**src/rtl/usb_ep_router.sv**
```systemverilog
// Routes SIE IN/OUT transactions to NUM_CH bulk endpoint channels (channel k = endpoint FIRST_ENDP+k),
// with per-endpoint halt, channel enables and full-packet IN gating with a short-packet flush timeout.
module usb_ep_router #(
  parameter int NUM_CH       = 2,
  parameter int FIRST_ENDP   = 1,
  parameter int FLUSH_CYCLES = 4800
) (
  input  logic                  clk_i,
  input  logic                  rstn_i,
  input  logic                  usb_reset_i,
  input  logic [3:0]            sie_endp_i,
  input  logic                  sie_in_req_i,
  input  logic                  sie_in_ready_i,
  input  logic                  sie_in_data_ack_i,
  input  logic                  sie_out_ready_i,
  output logic [7:0]            sie_in_data_o,
  output logic                  sie_in_valid_o,
  output logic                  sie_in_nak_o,
  output logic                  sie_out_nak_o,
  output logic                  sie_stall_o,
  output logic                  hit_o,
  input  logic [NUM_CH-1:0]     ch_en_i,
  input  logic                  halt_set_i,
  input  logic                  halt_clr_i,
  input  logic [3:0]            halt_endp_i,
  output logic [NUM_CH-1:0]     halt_o,
  output logic [NUM_CH-1:0]     toggle_reset_o,
  input  logic [8*NUM_CH-1:0]   ch_in_data_i,
  input  logic [NUM_CH-1:0]     ch_in_valid_i,
  input  logic [NUM_CH-1:0]     ch_in_full_i,
  input  logic [NUM_CH-1:0]     ch_in_empty_i,
  input  logic [NUM_CH-1:0]     ch_out_nak_i,
  output logic [NUM_CH-1:0]     ch_in_req_o,
  output logic [NUM_CH-1:0]     ch_in_ready_o,
  output logic [NUM_CH-1:0]     ch_in_data_ack_o,
  output logic [NUM_CH-1:0]     ch_out_ready_o
);

  localparam int SELW = (NUM_CH > 1) ? $clog2(NUM_CH) : 1;
  localparam int CW   = (FLUSH_CYCLES > 0) ? $clog2(FLUSH_CYCLES + 1) : 1;
  localparam logic [CW-1:0] CNT_MAX = CW'(FLUSH_CYCLES);

  typedef enum logic [1:0] {ST_IDLE, ST_IN, ST_OUT} state_t;

  state_t             state_q;
  logic [SELW-1:0]    sel_q;
  logic [NUM_CH-1:0]  halt_q, rdy_q, flush_q, toggle_q, valid_prev_q;
  logic [CW-1:0]      cnt_q [NUM_CH];

  logic [NUM_CH-1:0]  hit, halt_match, in_busy;
  logic [7:0]         ch_data [NUM_CH];
  logic [SELW-1:0]    hit_idx;
  logic               any_hit;
  logic               sel_en;

  for (genvar gi = 0; gi < NUM_CH; gi++) begin : g_ch
    assign hit[gi]        = ch_en_i[gi] & (sie_endp_i == 4'(FIRST_ENDP + gi));
    assign halt_match[gi] = (halt_endp_i == 4'(FIRST_ENDP + gi));
    assign in_busy[gi]    = (state_q == ST_IN) && (sel_q == SELW'(gi));
    assign ch_data[gi]    = ch_in_data_i[8*gi +: 8];
  end

  always_comb begin
    hit_idx = '0;
    for (int k = 0; k < NUM_CH; k++) begin
      if (hit[k]) hit_idx = SELW'(k);
    end
  end

  assign any_hit = |hit;
  assign sel_en  = ch_en_i[sel_q];

  // Disabling the selected channel aborts the transaction on the next edge.
  always_ff @(posedge clk_i) begin
    if (!rstn_i || usb_reset_i) begin
      state_q <= ST_IDLE;
      sel_q   <= '0;
    end else begin
      case (state_q)
        ST_IDLE: begin
          if (sie_in_req_i && any_hit) begin
            state_q <= ST_IN;
            sel_q   <= hit_idx;
          end else if (sie_out_ready_i && any_hit) begin
            state_q <= ST_OUT;
            sel_q   <= hit_idx;
          end
        end
        ST_IN:   if (!sie_in_req_i || !sel_en) state_q <= ST_IDLE;
        ST_OUT:  if (!sie_out_ready_i || !sel_en) state_q <= ST_IDLE;
        default: state_q <= ST_IDLE;
      endcase
    end
  end

  always_ff @(posedge clk_i) begin
    if (!rstn_i || usb_reset_i) begin
      halt_q       <= '0;
      rdy_q        <= '0;
      flush_q      <= '0;
      toggle_q     <= '0;
      valid_prev_q <= '0;
      for (int k = 0; k < NUM_CH; k++) cnt_q[k] <= '0;
    end else begin
      for (int k = 0; k < NUM_CH; k++) begin
        valid_prev_q[k] <= ch_in_valid_i[k];
        toggle_q[k]     <= halt_clr_i & ~halt_set_i & halt_match[k];
        if (!ch_en_i[k]) begin
          halt_q[k]  <= 1'b0;
          rdy_q[k]   <= 1'b0;
          flush_q[k] <= 1'b0;
          cnt_q[k]   <= '0;
        end else begin
          if (halt_set_i && halt_match[k])      halt_q[k] <= 1'b1;
          else if (halt_clr_i && halt_match[k]) halt_q[k] <= 1'b0;
          if (FLUSH_CYCLES == 0) begin
            flush_q[k] <= 1'b0;
            cnt_q[k]   <= '0;
            if (!in_busy[k]) rdy_q[k] <= ~ch_in_empty_i[k];
          end else begin
            // A partial packet that sits untouched for FLUSH_CYCLES is released as a short packet.
            if (ch_in_empty_i[k] || ch_in_full_i[k] || (ch_in_valid_i[k] && !valid_prev_q[k]))
              cnt_q[k] <= '0;
            else if (cnt_q[k] != CNT_MAX)
              cnt_q[k] <= cnt_q[k] + CW'(1);
            if (ch_in_empty_i[k] || ch_in_data_ack_o[k]) flush_q[k] <= 1'b0;
            else if (cnt_q[k] == CNT_MAX)                flush_q[k] <= 1'b1;
            if (!in_busy[k]) rdy_q[k] <= ch_in_full_i[k] | flush_q[k];
          end
        end
      end
    end
  end

  assign halt_o         = halt_q;
  assign toggle_reset_o = toggle_q;

  always_comb begin
    sie_in_data_o    = '0;
    sie_in_valid_o   = 1'b0;
    sie_in_nak_o     = 1'b0;
    sie_out_nak_o    = 1'b0;
    sie_stall_o      = 1'b0;
    hit_o            = 1'b0;
    ch_in_req_o      = '0;
    ch_in_ready_o    = '0;
    ch_in_data_ack_o = '0;
    ch_out_ready_o   = '0;
    case (state_q)
      ST_IN: begin
        hit_o = 1'b1;
        if (halt_q[sel_q]) begin
          sie_stall_o = 1'b1;
        end else begin
          ch_in_req_o[sel_q]      = sie_in_req_i;
          ch_in_ready_o[sel_q]    = sie_in_ready_i;
          ch_in_data_ack_o[sel_q] = sie_in_data_ack_i;
          if (rdy_q[sel_q]) begin
            sie_in_valid_o = ch_in_valid_i[sel_q];
            sie_in_data_o  = ch_data[sel_q];
          end else begin
            sie_in_nak_o = 1'b1;
          end
        end
      end
      ST_OUT: begin
        hit_o = 1'b1;
        if (halt_q[sel_q]) begin
          sie_stall_o = 1'b1;
        end else begin
          ch_out_ready_o[sel_q] = sie_out_ready_i;
          sie_out_nak_o         = ch_out_nak_i[sel_q];
        end
      end
      default: ;
    endcase
  end

endmodule
```
**config.mk**
```make
export PLATFORM = sky130hd
export DESIGN_NAME = usb_ep_router
export DESIGN_NICKNAME = d
export VERILOG_FILES = /design/src/rtl/usb_ep_router.sv
export SDC_FILE = /design/constraint.sdc
export NUM_CORES = 1
export LEC_CHECK = 0
export ABC_AREA = 1
export CAP_MARGIN = 20
export CORE_MARGIN = 5
export CORE_UTILIZATION = 44
export DETAILED_ROUTE_END_ITERATION = 10
export PLACE_DENSITY = 0.77
export SETUP_SLACK_MARGIN = 0.3
export SLEW_MARGIN = 40
export SYNTH_ARGS = -nofsm -noshare
export SYNTH_HDL_FRONTEND = slang
export SYNTH_SLANG_ARGS = --single-unit
```
**constraint.sdc**
```tcl
create_clock -name clk_i -period 1.75 [get_ports clk_i]
set_input_delay 0.2625 -clock clk_i [delete_from_list [all_inputs] [get_ports clk_i]]
set_output_delay 0.2625 -clock clk_i [all_outputs]
set_load 0.02 [all_outputs]
```
# Word-level counts from Yosys, hierarchy flattened
# Memory sizes are Yosys's and may differ from the RTL's.
# Index checks and enable logic that the tools add are counted.
[op_classes]
muxes = 81
addsub = 2
n_lt_le_gt_ge = 3
bitwise = 22
n_reduce_logical = 38
n_eq_ne = 13
[ops]
columns = ["cell", "n"]
rows = [
  ["$mux W13", 6],
  ["$mux W1", 55],
  ["$mux W8", 6],
  ["$add A13 B1 Y13 const B", 2],
  ["$eq A13 B13 Y1 const B", 2],
  ["$ne A13 B13 Y1 const B", 2],
  ["$mux W2", 12],
  ["$logic_and A1 B1 Y1", 11],
  ["$logic_or A1 B1 Y1", 9],
  ["$and A2 B2 Y2", 4],
  ["$eq A4 B1 Y1 const B", 2],
  ["$eq A4 B2 Y1 const B", 2],
  ["$or A1 B1 Y1", 8],
  ["$reduce_or A2 Y1", 4],
  ["$logic_not A1 Y1", 6],
  ["$pmux W2 S3", 1],
  ["$reduce_bool A2 Y1", 3],
  ["$reduce_or A3 Y1", 2],
  ["$and A1 B1 Y1", 5],
  ["$not A1 Y1", 4],
  ["$ne A3 B3 Y1 const B", 1],
  ["$reduce_and A3 Y1", 1],
  ["$eq A2 B1 Y1 const B", 1],
  ["$eq A2 B2 Y1 const B", 1],
  ["other kinds (9)", 9],
]
[word_totals]
ram_bits = 26
regBits = 13
mem_count = 1
in_bits = 43
elab_cells = 170
[memory_table]
columns = ["name", "words", "word_bits", "rd", "rd_clocked_by_memory_dff", "wr", "line_no", "text"]
rows = [
  ["cnt_q", 2, 13, 2, 0, 2, "48", "logic [CW-1:0] cnt_q [NUM_CH];"],
]

# Longest topological paths before layout
[logic_depth]
depth_word = 9
mapped_depth = 9

# Worst setup path after synthesis
# OpenSTA, ideal clock, no wires.
[synth_path]
kind = "flip-flop to output port"
startpoint = "register sel_q"
endpoint = "output port sie_out_nak_o"
stages_incl_launch_ff = 6
path_buffers = 1
t_arrival_ps = 1426
slack_ps = 62
required_time_ps = 1487
path_cell_list = "dfxtp_1 buf_4 inv_2 nor2_1 nor2_1 nor4b_1"
[synth_between]
elab_chain_len = 4
word_cells_on_any_way = 6
classes_between = "mux (6)"
[synth_rtl]
columns = ["item", "line_no", "text"]
rows = [
  ["start: declaration", "46", "logic [SELW-1:0] sel_q;"],
  ["start signal: assignment", "83", "sel_q <= hit_idx;"],
  ["start signal: assignment", "86", "sel_q <= hit_idx;"],
  ["$mux W1 (on tied branches) (2 in series)", "172, 168", ""],
  ["$mux W1 (*)", "168", "if (halt_q[sel_q]) begin"],
  ["$mux W1 (*)", "149", "case (state_q)"],
  ["end: declaration", "19", "output logic sie_out_nak_o,"],
]
# Mark *: on every way between the ends. The rest lies on a longest branch, timed or not. The select of a mux whose other input is x is not followed.

==> results.yml <==
status:
  status: "complete, but fails checks"
  violations: "negative setup slack"
placement:
  placement.io_buffers: 67
  place_area_sq_um: 3660
  routabilityCongestion: 0.9421
  dp_slack_ps: -290.8
  hpwl_um: 5309
synthesis:
  synthFlopType: "edfxtp_1"
  syn-num-nets: 375
  synth-async-reset-ratio: 0
  synth-edff-count: 26
  yosysWarnings: 0
  ys_seq_area_frac: 0.4133
  synth-seq-cells: 39
  syn-cell-area_sq_um: 2519
  ys_types: 38
  syn-mean-instance-area_sq_um: 7.750
  syn_inst: 325
clocking:
  clock-root-buffer: "clkbuf_8"
  cts_tree: "built"
  cts.clk_slew.worst_paths_ps: 80
  clkSinkCount: 39
  clockBufferDepth: 2
  cts_buffers: 5
  htreeDepth: 2
  clock_latency_ps: 300
setup_path:
  crit_start: "cnt_q[1][1]$_SDFFCE_PN0P_"
  crit_type: "reg -> reg"
  arrival_ps: 1920
  required_ps: 1810
  cp_max_fo: 6
  endpoint_kind: "flip-flop"
  start_kind: "flip-flop"
  r2r_start: "cnt_q[1][1]$_SDFFCE_PN0P_"
sta:
  setup_slack_ps: -107.9
  hold_viol: 0
  layout_min_cycle_time_ps: 1858
  skew_ps: 6.771
  setup_violations: 26
  rsz0062_at_grt: "true"
  finalHoldWorstSlack_ps: 477.6
  tightest_slew_ps: 416.7
  slew_viol_final: 0
  slew_headroom: 0.7199
  tns_ps: -1852
  finalCritPeriodShare: 1.062
  max_freq_mhz: 538.2
floorplanning:
  die_h_um: 85.66
  die_area_sq_um: 7338
  io_pins: 68
  initial_core_util: 0.4546
  die_w_um: 85.66
  core_sq_um: 5540
  rows: 27
detailed_routing:
  dr.pass1.iters: 4
  route.detailed.vias_per_inst: 5.356
  drtAntennaViolNets: 0
  route.detailed.drc: 0
  wl_per_cell_um: 17.61
  dr_total_vias: 2919
  wl_um: 9598
  drt_iter0_markers: 110
power_and_ir_drop:
  p_per_area_nw_per_um2: 405.8
  peakVddDrop_v: 0.0005158
  internal-power_mw: 1.422
  power_switching_mw: 0.4345
  swShare: 0.2340
  clkPwrFrac: 0.346
  p_seq_frac: 0.525
  comb_power_share: 0.129
  p_leak_nw: 1.919
finish:
  antenna_cells: 0
  final_cell_mix: "buf_4, nand2_1, inv_1, clkdlybuf4s50_1, nor2_1"
  final_util: 0.8259
  area_delta_synth_final_pct: 81.67
  register_area_sq_um: 1051
  drive_gt1_frac: 0.4736
  final_common_cell: "buf_4"
  n_fill_cell: 324
  nets: 522
  multi_input_area_sq_um: 1779
  final_area_sq_um: 4576
flow_run:
  max-cap-violations: 0
global_routing:
  grt_start_max_net_pins: 13
  antenna_found_initial: 0
  grt_first_pass_wirelength_um: 12470
  grt_pass1_vias: 2744
  grt_overflow: 0
  grtUsageTotal: 0.2143
worst_hold_path:
  hold_class: "reg -> reg"
  min_from: "flush_q[0]$_SDFFE_PP0N_"
final timing paths:
check | end | slack (ps) | cells after the start
max reg2reg | cnt_q[1][3]$_SDFFCE_PN0P_ | -110 | 7
max | cnt_q[1][3]$_SDFFCE_PN0P_ | -110 | 7
min | flush_q[0]$_SDFFE_PP0N_ | 480 | 2
min reg2reg | flush_q[0]$_SDFFE_PP0N_ | 480 | 2
registers in the layout (all words and copies together), names as in the netlist:
signal          count
state_q             2
rdy_q               2
flush_q             2
halt_o              2
cnt_q              26
toggle_reset_o      2
valid_prev_q        2
sel_q               1
routing by layer:
metal  share of wire  up-vias  track usage
met4           0.039        0      0.09496
met2            0.54       99       0.3962
met3           0.036       31      0.03554
met5               0        -            0
li1                -     1369            -
met1            0.38     1420       0.2395
worst max-delay path, stage by stage (launching register included):
cell	delay, ps
edfxtp_1	410
inv_1	90
ha_2	170
nand4_1	140
buf_4	190
o31ai_4	350
clkbuf_16	240
nor2_2	40
power by group through the flow:
stage                     Clock (mW)  Sequential [mW]  Combinational (mW)
final                          0.642            0.975               0.240
after global routing           0.682            0.975               0.253
after CTS                      0.648            0.976               0.212
after detailed placement           0            0.998               0.197
after global placement             0            0.997               0.193
after floorplan                    0            0.997              0.0610
cell usage after synthesis, drive strengths merged (5+ instances only):
| library cell | count | area share |
|---|---|---|
| edfxtp | 26 | 0.31 |
| nor2 | 53 | 0.093 |
| nand2 | 67 | 0.10 |
| ha | 7 | 0.035 |
| or2 | 5 | 0.012 |
| a21oi | 23 | 0.049 |
| nor3 | 25 | 0.066 |
| inv | 53 | 0.079 |
| nand3 | 14 | 0.028 |
| nand4 | 8 | 0.020 |
| dfxtp | 13 | 0.10 |
through the flow:
| step | power (mW) | std cells |
|---|---|---|
| final | 1.857 | 545 |
| after global routing | 1.910 | 545 |
| after CTS | 1.836 | 529 |
| after detailed placement | 1.195 | 505 |
| after global placement | 1.190 | 505 |
| after floorplan | 1.058 | 325 |
final cells by class:
type	instances	share of cell area
multi-input combinational	230	0.3888
timing repair buffer	143	0.2945
sequential	39	0.2297
inverter	53	0.04758
tap	72	0.01969
clock buffer	7	0.01887
clock inverter	1	0.0008203
cells by family (layout without fill, tap and decap cells):
group | Yosys count | count (layout) | share of synthesized area
compound gates | 33 | 33 | 0.08147
xor+xnor | 5 | 5 | 0.01739
fa+ha+maj | 7 | 7 | 0.03477
buf+inv | 58 | 204 | 0.09240
flops | 39 | 39 | 0.4133
simple gates | 183 | 185 | 0.3607
repair_timing:
action | in CTS | in global routing
setup endpoints to repair | 78 | 79
hold buffers | 0 | 0
pin swaps | 20 | 24
cloned | 3 | 1
setup buffers | 13 | 15
resized for setup | 173 | 99
No activity file was read; power rests on OpenSTA's default activity.
